[src/rtl/branch_pkg.sv]
// branch_pkg: shared prediction record type, counter width and saturating increment helper.
package branch_pkg;
    localparam int ADDR_W = 12;
    localparam int CNT_W  = 16;

    typedef struct packed {
        logic [ADDR_W-1:0] pc;
        logic              pred_taken;
        logic [ADDR_W-1:0] pred_target;
    } Pred_record;

    function automatic logic [CNT_W-1:0] sat_inc(input logic [CNT_W-1:0] v, input logic en);
        return (en && v != '1) ? v + CNT_W'(1) : v;
    endfunction
endpackage

[src/rtl/pred_fifo.sv]
// pred_fifo: in-order store of in-flight prediction records; flush empties it at the next edge.
module pred_fifo
    import branch_pkg::*;
#(
    parameter int depth = 4
) (
    input  logic       clk,
    input  logic       reset,
    input  logic       push_i,
    input  logic       pop_i,
    input  logic       flush_i,
    input  Pred_record din_i,
    output Pred_record dout_o,
    output logic       empty_o,
    output logic       full_o
);
    localparam int PW = $clog2(depth);

    Pred_record     mem_q [depth];
    logic [PW-1:0]  wr_q, rd_q;
    logic [PW:0]    cnt_q;

    always_ff @(posedge clk or posedge reset) begin
        if (reset) begin
            wr_q  <= '0;
            rd_q  <= '0;
            cnt_q <= '0;
        end else if (flush_i) begin
            wr_q  <= '0;
            rd_q  <= '0;
            cnt_q <= '0;
        end else begin
            if (push_i) wr_q <= wr_q + PW'(1);
            if (pop_i) rd_q <= rd_q + PW'(1);
            cnt_q <= cnt_q + (PW+1)'(push_i) - (PW+1)'(pop_i);
        end
    end

    // A push while full is only issued alongside a pop, so overwriting the head slot is safe.
    always_ff @(posedge clk) begin
        if (push_i && !flush_i) mem_q[wr_q] <= din_i;
    end

    assign dout_o  = mem_q[rd_q];
    assign empty_o = (cnt_q == '0);
    assign full_o  = (32'(cnt_q) == depth);

`ifndef SYNTHESIS
    always @(posedge clk) begin
        if (!reset) assert (32'(cnt_q) <= depth) else $error("pred_fifo occupancy above depth");
    end
`endif
endmodule

[src/rtl/branch_resolve.sv]
// branch_resolve: compares retiring instructions against their predictions, drives
// branch cache updates, redirects on mispredict and keeps performance counters.
module branch_resolve
    import branch_pkg::*;
#(
    parameter int addr_width = ADDR_W,
    parameter int depth      = 4
) (
    input  logic                  clk,
    input  logic                  reset,
    input  logic                  issue_valid,
    input  logic [addr_width-1:0] issue_pc,
    input  logic                  issue_pred_taken,
    input  logic [addr_width-1:0] issue_pred_target,
    output logic                  issue_ready,
    input  logic                  resolve_valid,
    input  logic                  resolve_is_branch,
    input  logic                  resolve_taken,
    input  logic [addr_width-1:0] resolve_target,
    output logic                  upd_taken,
    output logic                  upd_not_taken,
    output logic [addr_width-1:0] upd_pc,
    output logic [addr_width-1:0] upd_jump_vec,
    output logic                  mispredict,
    output logic [addr_width-1:0] correct_pc,
    output logic                  empty,
    output logic                  full,
    output logic                  err_underflow,
    output logic [CNT_W-1:0]      n_branches,
    output logic [CNT_W-1:0]      n_mispredicts
);
    Pred_record head, rec_in;
    logic pop, br_pop, mis, push;

    logic                  mis_d, mis_q, upd_t_d, upd_t_q, upd_nt_d, upd_nt_q, err_d, err_q;
    logic [addr_width-1:0] upd_pc_d, upd_pc_q, upd_jv_d, upd_jv_q, cpc_d, cpc_q;
    logic [CNT_W-1:0]      n_br_d, n_br_q, n_mis_d, n_mis_q;

    assign rec_in = '{pc: issue_pc, pred_taken: issue_pred_taken, pred_target: issue_pred_target};

    pred_fifo #(.depth(depth)) u_fifo (
        .clk     (clk),
        .reset   (reset),
        .push_i  (push),
        .pop_i   (pop),
        .flush_i (mis),
        .din_i   (rec_in),
        .dout_o  (head),
        .empty_o (empty),
        .full_o  (full)
    );

    assign issue_ready = !full;

    // A mispredict kills everything younger than the head, including a same-cycle push.
    always_comb begin
        pop    = resolve_valid && !empty;
        br_pop = pop && resolve_is_branch;
        mis    = pop && (resolve_is_branch
                 ? (head.pred_taken != resolve_taken) || (resolve_taken && head.pred_target != resolve_target)
                 : head.pred_taken);
        push   = issue_valid && !mis && (!full || pop);
    end

    always_comb begin
        mis_d    = mis;
        upd_t_d  = br_pop && resolve_taken;
        upd_nt_d = br_pop && !resolve_taken;
        upd_pc_d = br_pop ? head.pc : upd_pc_q;
        upd_jv_d = br_pop ? resolve_target : upd_jv_q;
        cpc_d    = !pop ? cpc_q
                 : (resolve_is_branch && resolve_taken) ? resolve_target
                 : head.pc + addr_width'(1);
        err_d    = err_q || (resolve_valid && empty);
        n_br_d   = sat_inc(n_br_q, br_pop);
        n_mis_d  = sat_inc(n_mis_q, mis);
    end

    always_ff @(posedge clk or posedge reset) begin
        if (reset) begin
            mis_q    <= 1'b0;
            upd_t_q  <= 1'b0;
            upd_nt_q <= 1'b0;
            upd_pc_q <= '0;
            upd_jv_q <= '0;
            cpc_q    <= '0;
            err_q    <= 1'b0;
            n_br_q   <= '0;
            n_mis_q  <= '0;
        end else begin
            mis_q    <= mis_d;
            upd_t_q  <= upd_t_d;
            upd_nt_q <= upd_nt_d;
            upd_pc_q <= upd_pc_d;
            upd_jv_q <= upd_jv_d;
            cpc_q    <= cpc_d;
            err_q    <= err_d;
            n_br_q   <= n_br_d;
            n_mis_q  <= n_mis_d;
        end
    end

    assign mispredict    = mis_q;
    assign upd_taken     = upd_t_q;
    assign upd_not_taken = upd_nt_q;
    assign upd_pc        = upd_pc_q;
    assign upd_jump_vec  = upd_jv_q;
    assign correct_pc    = cpc_q;
    assign err_underflow = err_q;
    assign n_branches    = n_br_q;
    assign n_mispredicts = n_mis_q;

`ifndef SYNTHESIS
    always @(posedge clk) begin
        if (!reset) assert (!(upd_t_q && upd_nt_q)) else $error("both update pulses high");
    end
`endif
endmodule

[config.mk]
export PLATFORM = sky130hd
export DESIGN_NAME = branch_resolve
export DESIGN_NICKNAME = d
export VERILOG_FILES = /design/src/rtl/branch_pkg.sv /design/src/rtl/pred_fifo.sv /design/src/rtl/branch_resolve.sv
export SDC_FILE = /design/constraint.sdc
export NUM_CORES = 1
export LEC_CHECK = 0
export CORE_MARGIN = 10
export CORE_UTILIZATION = 58
export DETAILED_ROUTE_END_ITERATION = 7
export HOLD_SLACK_MARGIN = 0.15
export PLACE_DENSITY = 0.91
export SLEW_MARGIN = 20
export SYNTH_ARGS = -nofsm -noshare
export SYNTH_HDL_FRONTEND = slang
export SYNTH_SLANG_ARGS = --single-unit
export TNS_END_PERCENT = 30
[constraint.sdc]
create_clock -name clk -period 6.4 [get_ports clk]
set_input_delay 0.64 -clock clk [delete_from_list [all_inputs] [get_ports clk]]
set_output_delay 0.64 -clock clk [all_outputs]
set_load 0.01 [all_outputs]
-- Yosys cells after proc, flatten, opt, wreduce, memory -nomap -nowiden
Memory sizes are Yosys's and may differ from the RTL's.
Cells that the tools add are included.
- register bits after elaboration: 79
- word-level logic and storage cells: 57
- output and inout bits: 75
- memory bits (writable): 100
- memories kept: 1
- reductions and logical operators: 23
- equality and inequality tests: 5
- add/sub/neg operators: 7
- multiplexer cells: 9
- memories (name ; words ; width ; read ports ; clocked after Yosys merged registers in ; write ports ; RTL line ; source):
    u_fifo.mem_q ; 4 ; 25 ; 1 ; 0 ; 1 ; pred_fifo.sv:19 ; Pred_record mem_q [depth];
- operator list (operator ; number):
    adder 16 x 1 -> 16 bit, second input constant ; 2
    inequality test 16 bit, second input constant ; 2
    logical AND 1 bit ; 13
    adder 12 x 1 -> 12 bit, second input constant ; 1
    two-way mux 12 bit ; 1
    inequality test 12 bit ; 1
    two-way mux 2 bit ; 4
    adder 2 x 1 -> 2 bit, second input constant ; 2
    logical NOT 1 bit ; 4
    nonzero test 2 bit ; 2
    adder 3 x 1 -> 3 bit ; 1
    == test 3 bit, second input constant ; 1
    logical NOT 3 bit ; 1
    logical OR 1 bit ; 3
    two-way mux 1 bit ; 3
    two-way mux 3 bit ; 1
    subtractor 3 x 1 -> 3 bit ; 1
    inequality test 1 bit ; 1

-- Logic depth before layout (Yosys ltp)
An unclocked memory read counts as a cell.
- word-level depth: 12
- gate-level depth with buffers: 14
- mapped depth without buffers: 12

-- Modules after synthesis
A second synthesis with hierarchy kept.
- cells, all modules: 476
- area total of the unflattened synthesis: 7518.5 µm²
- modules (own cells, without submodules) (module ; cells an instance ; seq. area each (µm²) ; instances ; area each (µm²)):
    pred_fifo ; 171 ; 3178.0 ; 1 ; 4096.4
    branch_resolve ; 305 ; 1801.7 ; 1 ; 3422.0

-- Worst setup path before layout
OpenSTA, ideal clock, no wires.
- kind: register to register
- start: reg u_fifo.rd_q[0]
- end: mem u_fifo.mem_q[0][0] (netlist bit) (enable)
- required time: 6.016 ns
- slack: 3.454 ns
- data arrival time: 2.562 ns
- period minus slack after synthesis: 2.946 ns
- cell stages (with the launch flop): 8
- path through: dfrtp_1 -> buf_6 -> mux4_2 -> xor2_1 -> nor4_2 -> nand4_4 -> a21oi_2 -> and2_1
- cells in the longest elaborated chain, start to end: 12
- RTL lines (item ; RTL line ; source):
    start, declared ; pred_fifo.sv:20 ; logic [PW-1:0] wr_q, rd_q;
    start signal, assigned ; pred_fifo.sv:34 ; if (pop_i) rd_q <= rd_q + PW'(1);
    memory (4 x 25 bit) (*) ; - ;
    inequality test 12 bit ; branch_resolve.sv:60 ; ? (head.pred_taken != resolve_taken) || (resolve_taken && head.pred_target != resolve_target)
    logical AND 1 bit ; branch_resolve.sv:60 ;
    logical OR 1 bit ; branch_resolve.sv:60 ;
    two-way mux 1 bit (*) ; branch_resolve.sv:60 ;
    logical AND 1 bit (*) ; branch_resolve.sv:59 ; mis = pop && (resolve_is_branch
    logical NOT 1 bit (*) ; pred_fifo.sv:41, branch_resolve.sv:62 ;
    logical AND 1 bit (2 in series) ; branch_resolve.sv:62 ; push = issue_valid && !mis && (!full || pop);
    logical AND 1 bit (*) ; pred_fifo.sv:41 ; if (push_i && !flush_i) mem_q[wr_q] <= din_i;
    two-way mux 1 bit (*) ; pred_fifo.sv:41 ;
    two-way mux 1 bit (not written as such) (*) ; pred_fifo.sv:41 ;
    end, declared ; pred_fifo.sv:19 ;
Every way passes the cells marked *; elsewhere a longest branch is shown, timed or not.

-- Worst setup path in the final report
- start: reg u_fifo.rd_q[0]
- end: reg u_fifo.cnt_q[2]
- cells in the longest elaborated chain, start to end: 12
- RTL lines (item ; RTL line ; source):
    memory (4 x 25 bit) (*) ; - ;
    inequality test 12 bit ; branch_resolve.sv:60 ;
    logical AND 1 bit ; branch_resolve.sv:60 ;
    logical OR 1 bit ; branch_resolve.sv:60 ;
    two-way mux 1 bit (*) ; branch_resolve.sv:60 ;
    logical AND 1 bit (*) ; branch_resolve.sv:59 ;
    logical NOT 1 bit ; branch_resolve.sv:62 ;
    logical AND 1 bit (2 in series) ; branch_resolve.sv:62 ;
    adder 3 x 1 -> 3 bit ; pred_fifo.sv:35 ; cnt_q <= cnt_q + (PW+1)'(push_i) - (PW+1)'(pop_i);
    subtractor 3 x 1 -> 3 bit ; pred_fifo.sv:35 ;
    two-way mux 3 bit (*) ; pred_fifo.sv:28 ; end else if (flush_i) begin
    end signal, assigned ; pred_fifo.sv:35 ;
    end, declared ; pred_fifo.sv:21 ; logic [PW:0] cnt_q;
Marked as above.
A chain may end at the register's enable or synchronous reset.

==> impl_metrics.tcl <==
set metrics [dict create \
    wl_um 17100 \
    antenna_found_initial 0 \
    postRouteAntennaNets 0 \
    clkPwrFrac 0.243 \
    rsz0062_at_grt "false" \
    min_period_ps 4160 \
    fp.dieW_um 134 \
    syn_area_um2 7540 \
    hp-class "flip-flop to flip-flop" \
    grt_first_pass_wirelength_um 26700 \
    port_buffers 117 \
    post_drt_wl_per_cell_um 21.5 \
    cts-buffers-inserted 17 \
    cp_max_fo 17 \
    syn-num-nets 537 \
    synthArstFlopShare 0.441 \
    final_nets 663 \
    ys_seq_area_frac 0.660 \
    vias_per_cell 5.79 \
    drc 0 \
    hold_buffers 0 \
    critPathKind "flip-flop to flip-flop" \
    pwr-share-comb 0.340 \
    switching_power_w 0.00128 \
    vias 4606 \
    hold_viol 0 \
    place_area_um2 8850 \
    grt_usage 0.193 \
    start_util 0.595 \
    finalPower_w 0.00408 \
    num_antenna_cells 0 \
    start_kind "flip-flop" \
    vdd_drop_max_uv 301 \
    grt_max_degree 80 \
    clk_path_buf_depth 2 \
    internal-power_w 0.00280 \
    cts_tree "built" \
    synth_area_per_cell_um2 15.6 \
    first_pass_iters 5 \
    synth_cell_types 45 \
    synth_edf_count 100 \
    num_rows 41 \
    synthFlopType "edfxtp_1" \
    fin_area_um2 9420 \
    crit_arrival_ps 4480 \
    p_per_area_nw_per_um2 433 \
    clock-root-buffer "clkbuf_16" \
    grt_pass1_vias 4856 \
    drtIter0Drc 274 \
    slew_violations 0 \
    relSlewSlack 0.334 \
    run_status "finished clean" \
    utilization 0.744 \
    cp.required_ps 6720 \
    worst_clock_skew_ps 8.05 \
    worst_pin_slew_ps 998 \
    seqPwrFrac 0.417 \
    cap_violations 0 \
    setup-tns-final_ps 0 \
    path_clk_slew_ps 60 \
    cts_sinks 179 \
    num-fill-cells 777 \
    core_um2 12700 \
    dieArea_um2 18000 \
    grt_remaining_overflow 0 \
    post-cts-setup-buffers 0 \
    finalCritPeriodShare 0.650 \
    power.leakage_nw 3.55 \
    clock.fmax_mhz 240 \
    die_y_um 134 \
    swShare 0.313 \
    reg2reg_depth 13 \
    cts_resized 0 \
    holdPathStages 1 \
    io_pins 118 \
    finalSetupViolCount 0 \
    crit_path_end_kind "flip-flop" \
    clk_latency_ps 430 \
    cts_htree_levels 4 \
    ys_ff_latch 179 \
    ys_warn_count 0 \
    synthCells 484 \
    dp_hpwl_um 12000 \
    syn_to_final_growth_pct 24.9 \
    drive_gt1_frac 0.141 \
    gp_congestion 0.847 \
]
[cells in the final DEF, fill, tap and decap left out, drive strengths merged, types with 3 or more instances in the layout]
cell type        n
inv              9
edfxtp         100
o21ai           15
a21oi            9
and3            14
clkbuf          18
dfrtp           79
nand4            8
mux2            27
mux2i            7
clkdlybuf4s50  117
nand2           36
and2            10
clkinv           9
clkinvlp         3
nand3           17
a31oi            3
xnor2           38
nor2            27
ha               9
mux4            23
xor2            20
and4             3
buf              6
[cell usage after synthesis (2+ instances only)]
| library cell | number | share of area |
|---|---|---|
| xor2_1 | 20 | 0.023 |
| inv_1 | 8 | 0.0040 |
| nand2b_1 | 2 | 0.0017 |
| mux4_1 | 12 | 0.042 |
| nor2_2 | 7 | 0.0058 |
| buf_1 | 3 | 0.0015 |
| o21ai_0 | 15 | 0.010 |
| edfxtp_1 | 100 | 0.40 |
| nand2_1 | 35 | 0.017 |
| and4_1 | 3 | 0.0035 |
| mux4_2 | 11 | 0.033 |
| mux2i_1 | 7 | 0.0093 |
| a21oi_1 | 8 | 0.0053 |
| and2_1 | 9 | 0.0075 |
| mux2_2 | 27 | 0.040 |
| dfrtp_1 | 79 | 0.26 |
| and3_1 | 14 | 0.012 |
| nor2_1 | 20 | 0.010 |
| ha_1 | 9 | 0.015 |
| clkbuf_1 | 3 | 0.0015 |
| a31oi_1 | 3 | 0.0025 |
| nor3_1 | 2 | 0.0013 |
| buf_6 | 4 | 0.0060 |
| nand4_1 | 7 | 0.0058 |
| buf_2 | 3 | 0.0020 |
| nand3_1 | 17 | 0.011 |
| xnor2_1 | 38 | 0.044 |
[worst max-delay path: stages (launching register included)]
cell and delay (ps):
dfrtp_1 990, buf_4 370, mux4_1 600, xnor2_1 190, nand4_1 130, nor2_2 170
nand4_4 270, a21oi_2 300, ha_1 190, inv_1 50, fa_1 380, xor2_1 190
xnor2_1 160, nor2_2 40
[cell families after synthesis]
logic type,synth area share
multiplexers,0.124
flip-flops,0.660
buffers and inverters,0.0209
adder cells (fa/ha/maj),0.0176
XOR/XNOR,0.0673
AO/OA/AOI/OAI,0.0217
AND/OR/NAND/NOR,0.0881
[metrics by stage]
step / std cells / worst slack [ps] / hold WS [ps]
floorplan: 484 / 3450 / 493
global placement: 763 / 2050 / 442
detailed placement: 763 / 2220 / 444
CTS: 795 / 2190 / 458
global route: 795 / 1890 / 494
finish: 795 / 2240 / 454
[path summary, 6_finish.rpt]
check / start / end / slack [ps]
worst max-delay path: u_fifo.rd_q[0] / u_fifo.cnt_q[2] / 2240
worst min-delay path: err_underflow / err_underflow / 450
worst max register to register: u_fifo.rd_q[0] / u_fifo.cnt_q[2] / 2240
worst min register to register: err_underflow / err_underflow / 450
max in group asynchronous: reset / upd_jump_vec[3] / 4910
min in group asynchronous: reset / upd_jump_vec[11] / 870
[per-layer routing]
metal,part of all wire,wire [um],global-route usage
met3,0.078,1340,0.0616
met1,0.40,6800,0.223
met4,0.014,238,0.0617
met5,0,0,0
met2,0.51,8700,0.335
[flip-flops by register name, summed over array words and instances (netlist names)]
| register | flops |
|---|---|
| mispredict | 1 |
| upd_pc | 12 |
| u_fifo.mem_q | 100 |
| u_fifo.wr_q | 2 |
| upd_not_taken | 1 |
| upd_jump_vec | 12 |
| u_fifo.rd_q | 2 |
| correct_pc | 12 |
| n_branches | 16 |
| u_fifo.cnt_q | 3 |
| upd_taken | 1 |
| n_mispredicts | 16 |
| err_underflow | 1 |
[power by group through the flow]
stage	clock [W]	sequential, W	combinational [W]
detailed placement	0	0.00172	0.00139
floorplan	0	0.00173	0.000778
global route	0.00105	0.00173	0.00149
finish	0.000992	0.00170	0.00139
CTS	0.00100	0.00170	0.00140
global placement	0	0.00170	0.00133
[layout make-up]
type / instances / area, um2 / area share
flip-flops and latches: 179 / 4980 / 0.529
multi-input cells: 280 / 2410 / 0.256
repair buffers: 123 / 1220 / 0.129
clock buffers: 18 / 429 / 0.0456
well taps: 172 / 215 / 0.0228
clock inverters: 14 / 139 / 0.0147
inverters: 9 / 35.0 / 0.00372
(Power assumes the default switching activity.)
